[config.mk]
export PLATFORM = sky130hd
export DESIGN_NAME = session_controller
export DESIGN_NICKNAME = d
export VERILOG_FILES = /design/src/rtl/session_controller.sv
export SDC_FILE = /design/constraint.sdc
export NUM_CORES = 1
export LEC_CHECK = 0
export CAP_MARGIN = 20
export CORE_ASPECT_RATIO = 1.2
export CORE_MARGIN = 3
export CORE_UTILIZATION = 25
export CTS_BUF_LIST = sky130_fd_sc_hd__clkbuf_4 sky130_fd_sc_hd__clkbuf_8
export CTS_CLUSTER_SIZE = 20
export DETAILED_ROUTE_END_ITERATION = 8
export HOLD_SLACK_MARGIN = 0.1
export MAX_ROUTING_LAYER = met4
export PLACE_DENSITY_LB_ADDON = 0.08
export SLEW_MARGIN = 5
export SYNTH_ARGS = -nofsm -noshare
export SYNTH_HDL_FRONTEND = slang
export SYNTH_SLANG_ARGS = --single-unit
[constraint.sdc]
create_clock -name clk -period 2.9 [get_ports clk]
set_input_delay 0.435 -clock clk [delete_from_list [all_inputs] [get_ports clk]]
set_output_delay 0.435 -clock clk [all_outputs]
set_load 0.02 [all_outputs]
[src/rtl/session_controller.sv]
// rtl/session_controller.sv - login session supervisor: idle/guest timeouts and acknowledged logout
module session_controller #(
    parameter int TICKS_PER_SEC  = 50000000,
    parameter int IDLE_TIMEOUT_S = 30,
    parameter int GUEST_LIMIT_S  = 60,
    parameter int WARN_S         = 5,
    parameter int ACK_TIMEOUT    = 16
) (
    input  logic       clk,
    input  logic       rst,
    input  logic       LoggedIn,
    input  logic       LoggedOut,
    input  logic       isGuest,
    input  logic [4:0] PlayerAddress,
    input  logic       Activity,
    input  logic       LogoutReq,
    output logic       LogoutCommand,
    output logic       SessionActive,
    output logic       SessionGuest,
    output logic [4:0] SessionAddress,
    output logic [7:0] IdleLeft,
    output logic       IdleWarn,
    output logic [1:0] LogoutCause
);
    localparam int PRESCALE_W = (TICKS_PER_SEC > 1) ? $clog2(TICKS_PER_SEC) : 1;
    localparam logic [PRESCALE_W-1:0] PRESCALE_LAST = PRESCALE_W'(TICKS_PER_SEC - 1);
    localparam logic [7:0] IDLE_RELOAD = 8'(IDLE_TIMEOUT_S);
    localparam logic [7:0] GUEST_RELOAD = 8'(GUEST_LIMIT_S);
    localparam logic [7:0] WARN_LEVEL = 8'(WARN_S);
    localparam logic [7:0] ACK_LIMIT = 8'(ACK_TIMEOUT);

    localparam logic [1:0] CAUSE_NONE  = 2'b00;
    localparam logic [1:0] CAUSE_USER  = 2'b01;
    localparam logic [1:0] CAUSE_IDLE  = 2'b10;
    localparam logic [1:0] CAUSE_GUEST = 2'b11;

    typedef enum logic [1:0] {IDLE, ACTIVE, LOGOUT, WAIT_ACK} sessionState;

    sessionState state;
    sessionState nextState;
    logic [PRESCALE_W-1:0] prescaler;
    logic [7:0] guestLeft;
    logic [7:0] ackCount;
    logic [1:0] causeNext;
    logic secTick;
    logic idleExpire;
    logic guestExpire;

    assign secTick     = (state == ACTIVE) && (prescaler == PRESCALE_LAST);
    // Activity on the expiring tick reloads the idle timer, so it also cancels the idle logout.
    assign idleExpire  = secTick && !Activity && (IdleLeft == 8'd1);
    assign guestExpire = secTick && SessionGuest && (guestLeft == 8'd1);

    assign LogoutCommand = (state == LOGOUT);
    assign SessionActive = (state == ACTIVE);
    assign IdleWarn      = (state == ACTIVE) && (IdleLeft <= WARN_LEVEL);

    always_ff @(posedge clk or negedge rst) begin
        if (!rst) begin
            state <= IDLE;
        end else begin
            state <= nextState;
        end
    end

    always_comb begin
        nextState = state;
        causeNext = LogoutCause;
        case (state)
            IDLE: begin
                if (LoggedIn) begin
                    nextState = ACTIVE;
                end
            end
            ACTIVE: begin
                if (LoggedOut) begin
                    nextState = IDLE;
                end else if (LogoutReq) begin
                    nextState = LOGOUT;
                    causeNext = CAUSE_USER;
                end else if (idleExpire) begin
                    nextState = LOGOUT;
                    causeNext = CAUSE_IDLE;
                end else if (guestExpire) begin
                    nextState = LOGOUT;
                    causeNext = CAUSE_GUEST;
                end
            end
            LOGOUT: begin
                nextState = WAIT_ACK;
            end
            WAIT_ACK: begin
                if (LoggedOut) begin
                    nextState = IDLE;
                end else if (ackCount == ACK_LIMIT) begin
                    nextState = LOGOUT;
                end
            end
            default: begin
                nextState = IDLE;
            end
        endcase
    end

    always_ff @(posedge clk or negedge rst) begin
        if (!rst) begin
            prescaler      <= '0;
            guestLeft      <= '0;
            ackCount       <= '0;
            IdleLeft       <= '0;
            SessionGuest   <= 1'b0;
            SessionAddress <= '0;
            LogoutCause    <= CAUSE_NONE;
        end else begin
            case (state)
                IDLE: begin
                    if (LoggedIn) begin
                        SessionAddress <= PlayerAddress;
                        SessionGuest   <= isGuest;
                        IdleLeft       <= IDLE_RELOAD;
                        guestLeft      <= GUEST_RELOAD;
                        prescaler      <= '0;
                        LogoutCause    <= CAUSE_NONE;
                    end
                end
                ACTIVE: begin
                    prescaler <= secTick ? '0 : prescaler + 1'b1;
                    if (Activity) begin
                        IdleLeft <= IDLE_RELOAD;
                    end else if (secTick && (IdleLeft != 8'd0)) begin
                        IdleLeft <= IdleLeft - 8'd1;
                    end
                    if (secTick && SessionGuest && (guestLeft != 8'd0)) begin
                        guestLeft <= guestLeft - 8'd1;
                    end
                    LogoutCause <= causeNext;
                end
                LOGOUT: begin
                    ackCount <= '0;
                end
                WAIT_ACK: begin
                    if (!LoggedOut && (ackCount != ACK_LIMIT)) begin
                        ackCount <= ackCount + 8'd1;
                    end
                end
                default: begin
                    ackCount <= '0;
                end
            endcase
        end
    end
endmodule

==> results of run 1 <==
flip-flops by register name (all words and copies together), names as in the netlist, named ones only:
name	cells
ackCount	8
guestLeft	8
LogoutCause	2
state	1
IdleLeft	8
SessionGuest	1
SessionAddress	5
prescaler	26
cells by family (layout without fill, tap and decap cells):
| family | count (synthesis) | count (layout) | share of synthesized area |
|---|---|---|---|
| flip-flops | 60 | 60 | 0.429 |
| multiplexers | 9 | 9 | 0.0261 |
| AO/OA/AOI/OAI | 86 | 86 | 0.157 |
| XOR/XNOR | 7 | 7 | 0.0175 |
| AND/OR/NAND/NOR | 187 | 187 | 0.302 |
| adder cells (fa/ha/maj) | 8 | 8 | 0.0286 |
| buffers and inverters | 32 | 74 | 0.0390 |
how the worst max path moves through the flow:
stage / start / slack (ns) / depth (start not counted) / end
after floorplan: IdleLeft[3] / 0.29 / 2 / IdleWarn
after global routing: prescaler[16] / 0.15 / 5 / guestLeft[7]
after detailed placement: IdleLeft[3] / 0.33 / 3 / IdleWarn
final: IdleLeft[3] / 0.31 / 3 / IdleWarn
after CTS: IdleLeft[3] / 0.26 / 3 / IdleWarn
after global placement: IdleLeft[3] / 0.29 / 3 / IdleWarn
report_power, final:
| part | total, mW | switching (mW) | internal (mW) |
|---|---|---|---|
| logic | 1.09 | 0.666 | 0.422 |
| clock network | 0.748 | 0.372 | 0.376 |
| registers | 1.16 | 0.174 | 0.986 |
| total | 3.00 | 1.21 | 1.78 |
critical path: cells and delay by family (launching register included):
family                 cells  cell delay (ns)
AOI/OAI and AO/OA          1             0.41
buffers and inverters      1             0.39
DFF                        1             0.44
and+or+nand+nor            1             0.56
placed cells by master, fill, tap and decap left out, types with 3 or more instances in the layout:
cell                              instances
sky130_fd_sc_hd__nor4b_1                  4
sky130_fd_sc_hd__nor2_1                  28
sky130_fd_sc_hd__and4_1                   5
sky130_fd_sc_hd__o21ai_1                  6
sky130_fd_sc_hd__nand3_1                 21
sky130_fd_sc_hd__inv_1                   13
sky130_fd_sc_hd__o21ai_0                 12
sky130_fd_sc_hd__buf_4                   14
sky130_fd_sc_hd__mux2i_1                  8
sky130_fd_sc_hd__dfrtp_1                 60
sky130_fd_sc_hd__a21oi_1                 22
sky130_fd_sc_hd__clkinv_2                 3
sky130_fd_sc_hd__o31a_1                   3
sky130_fd_sc_hd__nor3_1                   7
sky130_fd_sc_hd__clkbuf_8                12
sky130_fd_sc_hd__nand2_1                 54
sky130_fd_sc_hd__nor4_2                   3
sky130_fd_sc_hd__xor2_1                   5
sky130_fd_sc_hd__or3_1                    6
sky130_fd_sc_hd__ha_1                     8
sky130_fd_sc_hd__clkdlybuf4s50_1         28
sky130_fd_sc_hd__or2_2                    3
sky130_fd_sc_hd__nand3b_1                 3
sky130_fd_sc_hd__nand2b_1                 6
sky130_fd_sc_hd__a31oi_1                 18
sky130_fd_sc_hd__and3_1                   5
sky130_fd_sc_hd__nand4_1                 15
sky130_fd_sc_hd__nor4_1                   4
sky130_fd_sc_hd__or4_1                    6
sky130_fd_sc_hd__o31ai_1                  6
sky130_fd_sc_hd__and2_1                   4
timing repair:
item / in CTS / in global routing
hold endpoints to repair: 22 / 0
resized for setup: 1 / 0
hold buffers: 1 / 0
setup endpoints to repair: 1 / 0
through the flow:
| step | cell area, sq um | power (mW) | util | instances |
|---|---|---|---|---|
| after floorplan | 3500 | 1.84 | - | 389 |
| after global placement | 4020 | 2.29 | 0.299 | 582 |
| after CTS | 4220 | 3.05 | 0.313 | 599 |
| final | 4220 | 3.00 | 0.313 | 599 |
| after detailed placement | 4020 | 2.29 | 0.299 | 582 |
| after global routing | 4220 | 3.25 | 0.313 | 599 |
routing by layer:
layer  vias to the layer above  share of wire  wire, um  GRT usage
met4                         0          0.015       150     0.0515
met2                        39           0.49      4780      0.223
met3                        13          0.029       283     0.0308
met1                      1472           0.46      4500      0.172
met5                         -              0         0          -
li1                       1517              -         -          -
area by class of cell:
cell class | count | area [sq um]
Clock inverter | 4 | 22.5
Clock buffer | 12 | 165
Timing Repair Buffer | 45 | 409
Tap cell | 168 | 210
Inverter | 13 | 48.8
Sequential cell | 60 | 1500
Fill cell | 1436 | 9250
Multi-Input combinational cell | 297 | 1860
==> metrics.md, run 1 <==
| Metric | Value |
|---|---|
| Ranking of synthesized cells by area | `sky130_fd_sc_hd__dfrtp_1 (43%), sky130_fd_sc_hd__nand2_1 (5.8%), sky130_fd_sc_hd__a21oi_1 (3.3%)` |
| Routed wire per std cell | `16.2 um` |
| Unique masters post-synth | `56` |
| CTS buffer count | `9` |
| Max cap viols | `0` |
| Share of post-route cells with drive strength above 1 | `0.111` |
| Most frequent cell after synthesis | `sky130_fd_sc_hd__dfrtp_1` |
| Number of nets in the synthesized netlist | `409` |
| Setup repair after global routing missed its margin | `no` |
| Number of vias in the routed layout | `3041` |
| Number of buffer cells added on primary ports | `30` |
| Initial detailed-routing violation count | `131` |
| Startpoint types | `flop` |
| Initial antenna violation count | `0` |
| Pre-CTS setup slack | `0.333 ns` |
| Nets@finish | `446` |
| Async SR Flop Fraction | `1.00` |
| Top cells by count, synth | `sky130_fd_sc_hd__dfrtp_1 (60), sky130_fd_sc_hd__nand2_1 (54), sky130_fd_sc_hd__nor2_1 (28)` |
| Seq/Total Area, Yosys | `0.429` |
| Remaining antenna violation count | `0` |
| Avg Vias per Cell | `5.08` |
| Later-pin clock latency in the skew report | `0.36 ns` |
| Clk pin slew, worst setup/hold paths | `0.08 ns` |
| Count of synthesis-stage warnings from yosys | `0` |
| CTS sink count | `60` |
| Buffers inserted during post-CTS setup optimization | `0` |
| Setup-violating endpoint count in the final report | `0` |
| Pin count of the biggest net entering global routing | `25` |
| Reg2reg path depth | `5` |
| Achievable Freq | `386 MHz` |
| Die height | `136 um` |
| Ratio of final minimum period to clock period | `0.893` |
| Critical Path, Cell by Cell | `or4_4 -> a2111oi_0 -> dlygate4sd2_1` |
| Library cell used as clock root buffer | `sky130_fd_sc_hd__clkbuf_8` |
| Global-route wire length before repair | `16300 um` |
| Total grt overflow | `0` |
| Area of the core | `0.0135 sq mm` |
| Routability Congestion | `0.742` |
| Post-layout worst setup margin | `0.311 ns` |
| Hold Worst Slack | `0.479 ns` |
| Area added between synthesis and finish | `20.7%` |
| Number of flops mapped to enable cells by yosys | `0` |
| Worst Path Required | `2.47 ns` |
| Initial core utilization | `0.260` |
| Hold Path Stages | `2` |
| Number of top-level pins | `31` |
| Fin. Hold Viols | `0` |
| Reg-to-reg setup timing slack | `0.42 ns` |
| DRT Wirelength | `9720 um` |
| Num rows | `46` |
| Worst Hold Class | `flop to flop` |
| Worst-path fanout max | `7` |
| CP endpoint kind | `output pin` |
| Final setup skew | `0.0115 ns` |
| Final max-slew violation count | `0` |
| Mapped Avg Cell Area | `8.99 sq um` |
| Post-detail-place hpwl | `7000 um` |
| Largest incremental delay on the critical path | `0.56 ns` |
| Netlist area before placement | `0.00350 sq mm` |
| Worst vdd ir | `0.000318 V` |
| Die area | `0.0154 sq mm` |
| Mapped Cells | `389` |
| Worst flop-to-flop path startpoint | `prescaler[16]` |
| Count of H-tree levels built during CTS | `3` |
| Startpoint-to-endpoint class of the critical path | `flop to output pin` |
| Cell type contributing the most total cell area after synthesis | `sky130_fd_sc_hd__dfrtp_1` |
| Total negative setup slack | `0 ns` |
| Total power per unit cell area | `710 mW/mm^2` |
| Slew at the pin closest to its max-slew limit | `0.903 ns` |
| Tmin final | `2.59 ns` |
| Beginning of the worst hold path | `SessionAddress[0]` |
| Antenna Cells | `0` |
| GRT Total Usage | `0.139` |
| Maximum count of clock buffers along a single path | `2` |
| DRC errors left | `0` |
| Reg2Reg Capture Point | `guestLeft[7]` |
| Outcome | `completed` |
| Library cell contributing the largest single delay on the critical path | `sky130_fd_sc_hd__or4_4` |
| Top cell type's share of synthesized area | `0.429` |
| Die width | `114 um` |
| Prevailing post-synth register cell | `sky130_fd_sc_hd__dfrtp_1` |
| Length of the first detailed-routing pass in iterations | `4` |
| Clock tree from TritonCTS | `built` |
| Worst EP arrival | `2.15 ns` |
| Static leakage | `1.71 nW` |
| Endpoint of the worst hold-timing path | `SessionAddress[0]` |
| Post-synthesis sequential element count | `60` |
| Number of global-route vias before repair | `3050` |
| Worst max-slew margin expressed relative to the limit | `0.398` |
Power figures use the tool's default switching activity.
==> run 2, diff against run 1 <==
- CTS_BUF_LIST: sky130_fd_sc_hd__clkbuf_4 sky130_fd_sc_hd__clkbuf_8 -> sky130_fd_sc_hd__clkbuf_16
==> metrics.md, run 2 (same netlist as run 1, synthesis figures left out) <==
| Metric | Value |
|---|---|
| Number of vias in the routed layout | `3082 (was 3041)` |
| Top library cells by usage in the layout, fill and taps aside | `sky130_fd_sc_hd__dfrtp_1 (60), sky130_fd_sc_hd__nand2_1 (54), sky130_fd_sc_hd__nor2_1 (28), sky130_fd_sc_hd__clkdlybuf4s50_1 (28), sky130_fd_sc_hd__a21oi_1 (22) (unchanged)` |
| Reg2reg path depth | `5 (unchanged)` |
| Ratio of final minimum period to clock period | `0.882 (was 0.893)` |
| Die area | `0.0154 sq mm (unchanged)` |
| Area of the core | `0.0135 sq mm (unchanged)` |
| Fin. Hold Viols | `0 (unchanged)` |
| GRT Total Usage | `0.140 (was 0.139)` |
| Share of post-route cells with drive strength above 1 | `0.105 (was 0.111)` |
| Worst flop-to-flop path startpoint | `prescaler[16] (unchanged)` |
| Num rows | `46 (unchanged)` |
| Worst Hold Class | `input port to async pin (was flop to flop)` |
| Number of global-route vias before repair | `3066 (was 3050)` |
| Area added between synthesis and finish | `22.4% (was 20.7%)` |
| Post-detail-place hpwl | `7000 um (unchanged)` |
| DRT Wirelength | `9730 um (was 9720 um)` |
| Number of top-level pins | `31 (unchanged)` |
| CP endpoint kind | `output pin (unchanged)` |
| Clk pin slew, worst setup/hold paths | `0.06 ns (was 0.08 ns)` |
| Hold-fix buffer count after cts | `0 (was 1)` |
| Later-pin clock latency in the skew report | `0.34 ns (was 0.36 ns)` |
| Tmin final | `2.56 ns (was 2.59 ns)` |
| Number of buffer cells added on primary ports | `30 (unchanged)` |
| Worst vdd ir | `0.000320 V (was 0.000318 V)` |
| Final max-slew violation count | `0 (unchanged)` |
| Outcome | `completed (unchanged)` |
| Final std cells w/o fill | `598 (was 599)` |
| Pin count of the biggest net entering global routing | `25 (unchanged)` |
| Library cell contributing the largest single delay on the critical path | `sky130_fd_sc_hd__or4_4 (unchanged)` |
| Flip-flop count of the largest register after layout | `26 (unchanged)` |
| Most common cell after layout, fill and taps aside | `sky130_fd_sc_hd__dfrtp_1 (unchanged)` |
| Clock tree from TritonCTS | `built (unchanged)` |
| CTS buffer count | `9 (unchanged)` |
| DP Cell Count | `582 (unchanged)` |
| Setup repair after global routing missed its margin | `no (unchanged)` |
| Length of the first detailed-routing pass in iterations | `4 (unchanged)` |
| Die width | `114 um (unchanged)` |
| Resized cells post-CTS | `1 (unchanged)` |
| Post-layout worst setup margin | `0.342 ns (was 0.311 ns)` |
| DRC errors left | `0 (unchanged)` |
| Initial detailed-routing violation count | `117 (was 131)` |
| Setup-violating endpoint count in the final report | `0 (unchanged)` |
| Initial core utilization | `0.260 (unchanged)` |
| Worst-path fanout max | `7 (unchanged)` |
| Avg Vias per Cell | `5.15 (was 5.08)` |
| Reg-to-reg setup timing slack | `0.41 ns (was 0.42 ns)` |
| Library cell used as clock root buffer | `sky130_fd_sc_hd__clkbuf_16 (was sky130_fd_sc_hd__clkbuf_8)` |
| Pre-CTS setup slack | `0.333 ns (unchanged)` |
| CP top delay family | `simple AND/OR/NAND/NOR gates (unchanged)` |
| Remaining antenna violation count | `0 (unchanged)` |
| Startpoint types | `flop (unchanged)` |
| Reg2Reg Capture Point | `guestLeft[7] (unchanged)` |
| Die height | `136 um (unchanged)` |
| Worst Path Required | `2.47 ns (about the same)` |
| Largest incremental delay on the critical path | `0.56 ns (about the same)` |
| Initial antenna violation count | `0 (unchanged)` |
| Register with the highest flop count | `prescaler (unchanged)` |
| Worst max-slew margin expressed relative to the limit | `0.411 (was 0.398)` |
| Worst EP arrival | `2.12 ns (was 2.15 ns)` |
| Routability Congestion | `0.742 (unchanged)` |
| Static leakage | `1.73 nW (was 1.71 nW)` |
| Nets@finish | `445 (was 446)` |
| Routed wire per std cell | `16.3 um (was 16.2 um)` |
| Count of buffer and inverter cells on the critical path | `1 (unchanged)` |
| Antenna Cells | `0 (unchanged)` |
| Buffers inserted during post-CTS setup optimization | `0 (unchanged)` |
| Startpoint-to-endpoint class of the critical path | `flop to output pin (unchanged)` |
| Count of H-tree levels built during CTS | `3 (unchanged)` |
| CTS sink count | `60 (unchanged)` |
| Final setup skew | `0.00705 ns (was 0.0115 ns)` |
| Total negative setup slack | `0 ns (unchanged)` |
| Max cap viols | `0 (unchanged)` |
| Slew at the pin closest to its max-slew limit | `0.884 ns (was 0.903 ns)` |
| Achievable Freq | `391 MHz (was 386 MHz)` |
| Total power per unit cell area | `750 mW/mm^2 (was 710 mW/mm^2)` |
| Maximum count of clock buffers along a single path | `2 (unchanged)` |
| Total grt overflow | `0 (unchanged)` |
| Global-route wire length before repair | `16300 um (about the same)` |
| Final core utilization | `0.318 (was 0.313)` |
| Critical Path, Cell by Cell | `or4_4 -> a2111oi_0 -> dlygate4sd2_1 (unchanged)` |
-- run 2: cell types whose count changed in the layout (fill, tap and decap cells not counted) --
cell and delta:
sky130_fd_sc_hd__clkbuf_8 -12, sky130_fd_sc_hd__dlygate4sd3_1 -1, sky130_fd_sc_hd__clkbuf_16 +9, sky130_fd_sc_hd__clkinv_1 +3
-- run 2: per-stage QoR --
step	hold WS, ns	instance area (sq um)	total power [mW]
3_3_place_gp	0.458	4020	2.29
5_1_grt	0.123	4280	3.46
4_1_cts	0.104	4280	3.27
6_report	0.0881	4280	3.21
3_5_place_dp	0.466	4020	2.29
2_1_floorplan	0.139	3500	1.84
-- run 2: where the power goes --
group | leakage (nW) | switching, mW | internal (mW)
Combinational | 0.830 | 0.664 | 0.421
Sequential | 0.774 | 0.177 | 0.988
Clock | 0.127 | 0.394 | 0.563
Total | 1.73 | 1.24 | 1.97
-- run 2: how the worst max path moves through the flow --
stage,cells after the start,slack [ns],from,end
3_5_place_dp,3,0.33,IdleLeft[3],IdleWarn
2_1_floorplan,2,0.29,IdleLeft[3],IdleWarn
3_3_place_gp,3,0.29,IdleLeft[3],IdleWarn
5_1_grt,5,0.16,prescaler[16],guestLeft[7]
6_report,3,0.34,IdleLeft[3],IdleWarn
4_1_cts,3,0.29,IdleLeft[3],IdleWarn
-- run 2: layout make-up --
| class | count | area, sq um |
|---|---|---|
| Sequential cell | 60 | 1500 |
| Inverter | 13 | 48.8 |
| Clock inverter | 7 | 33.8 |
| Fill cell | 1431 | 9190 |
| Tap cell | 168 | 210 |
| Multi-Input combinational cell | 297 | 1860 |
| Timing Repair Buffer | 44 | 399 |
| Clock buffer | 9 | 225 |
-- run 2: worst reg2reg max path: cells and delay by family (launching register included) --
family	cells	cell delay, ns
simple gates	4	1.83
compound gates	1	0.15
flops	1	0.43
-- run 2: metal layers --
metal	global-route usage	vias to the layer above	wire [um]
met5	-	-	0
met4	0.0634	0	211
met3	0.0241	15	287
met2	0.223	47	4790
met1	0.172	1503	4440
li1	-	1517	-
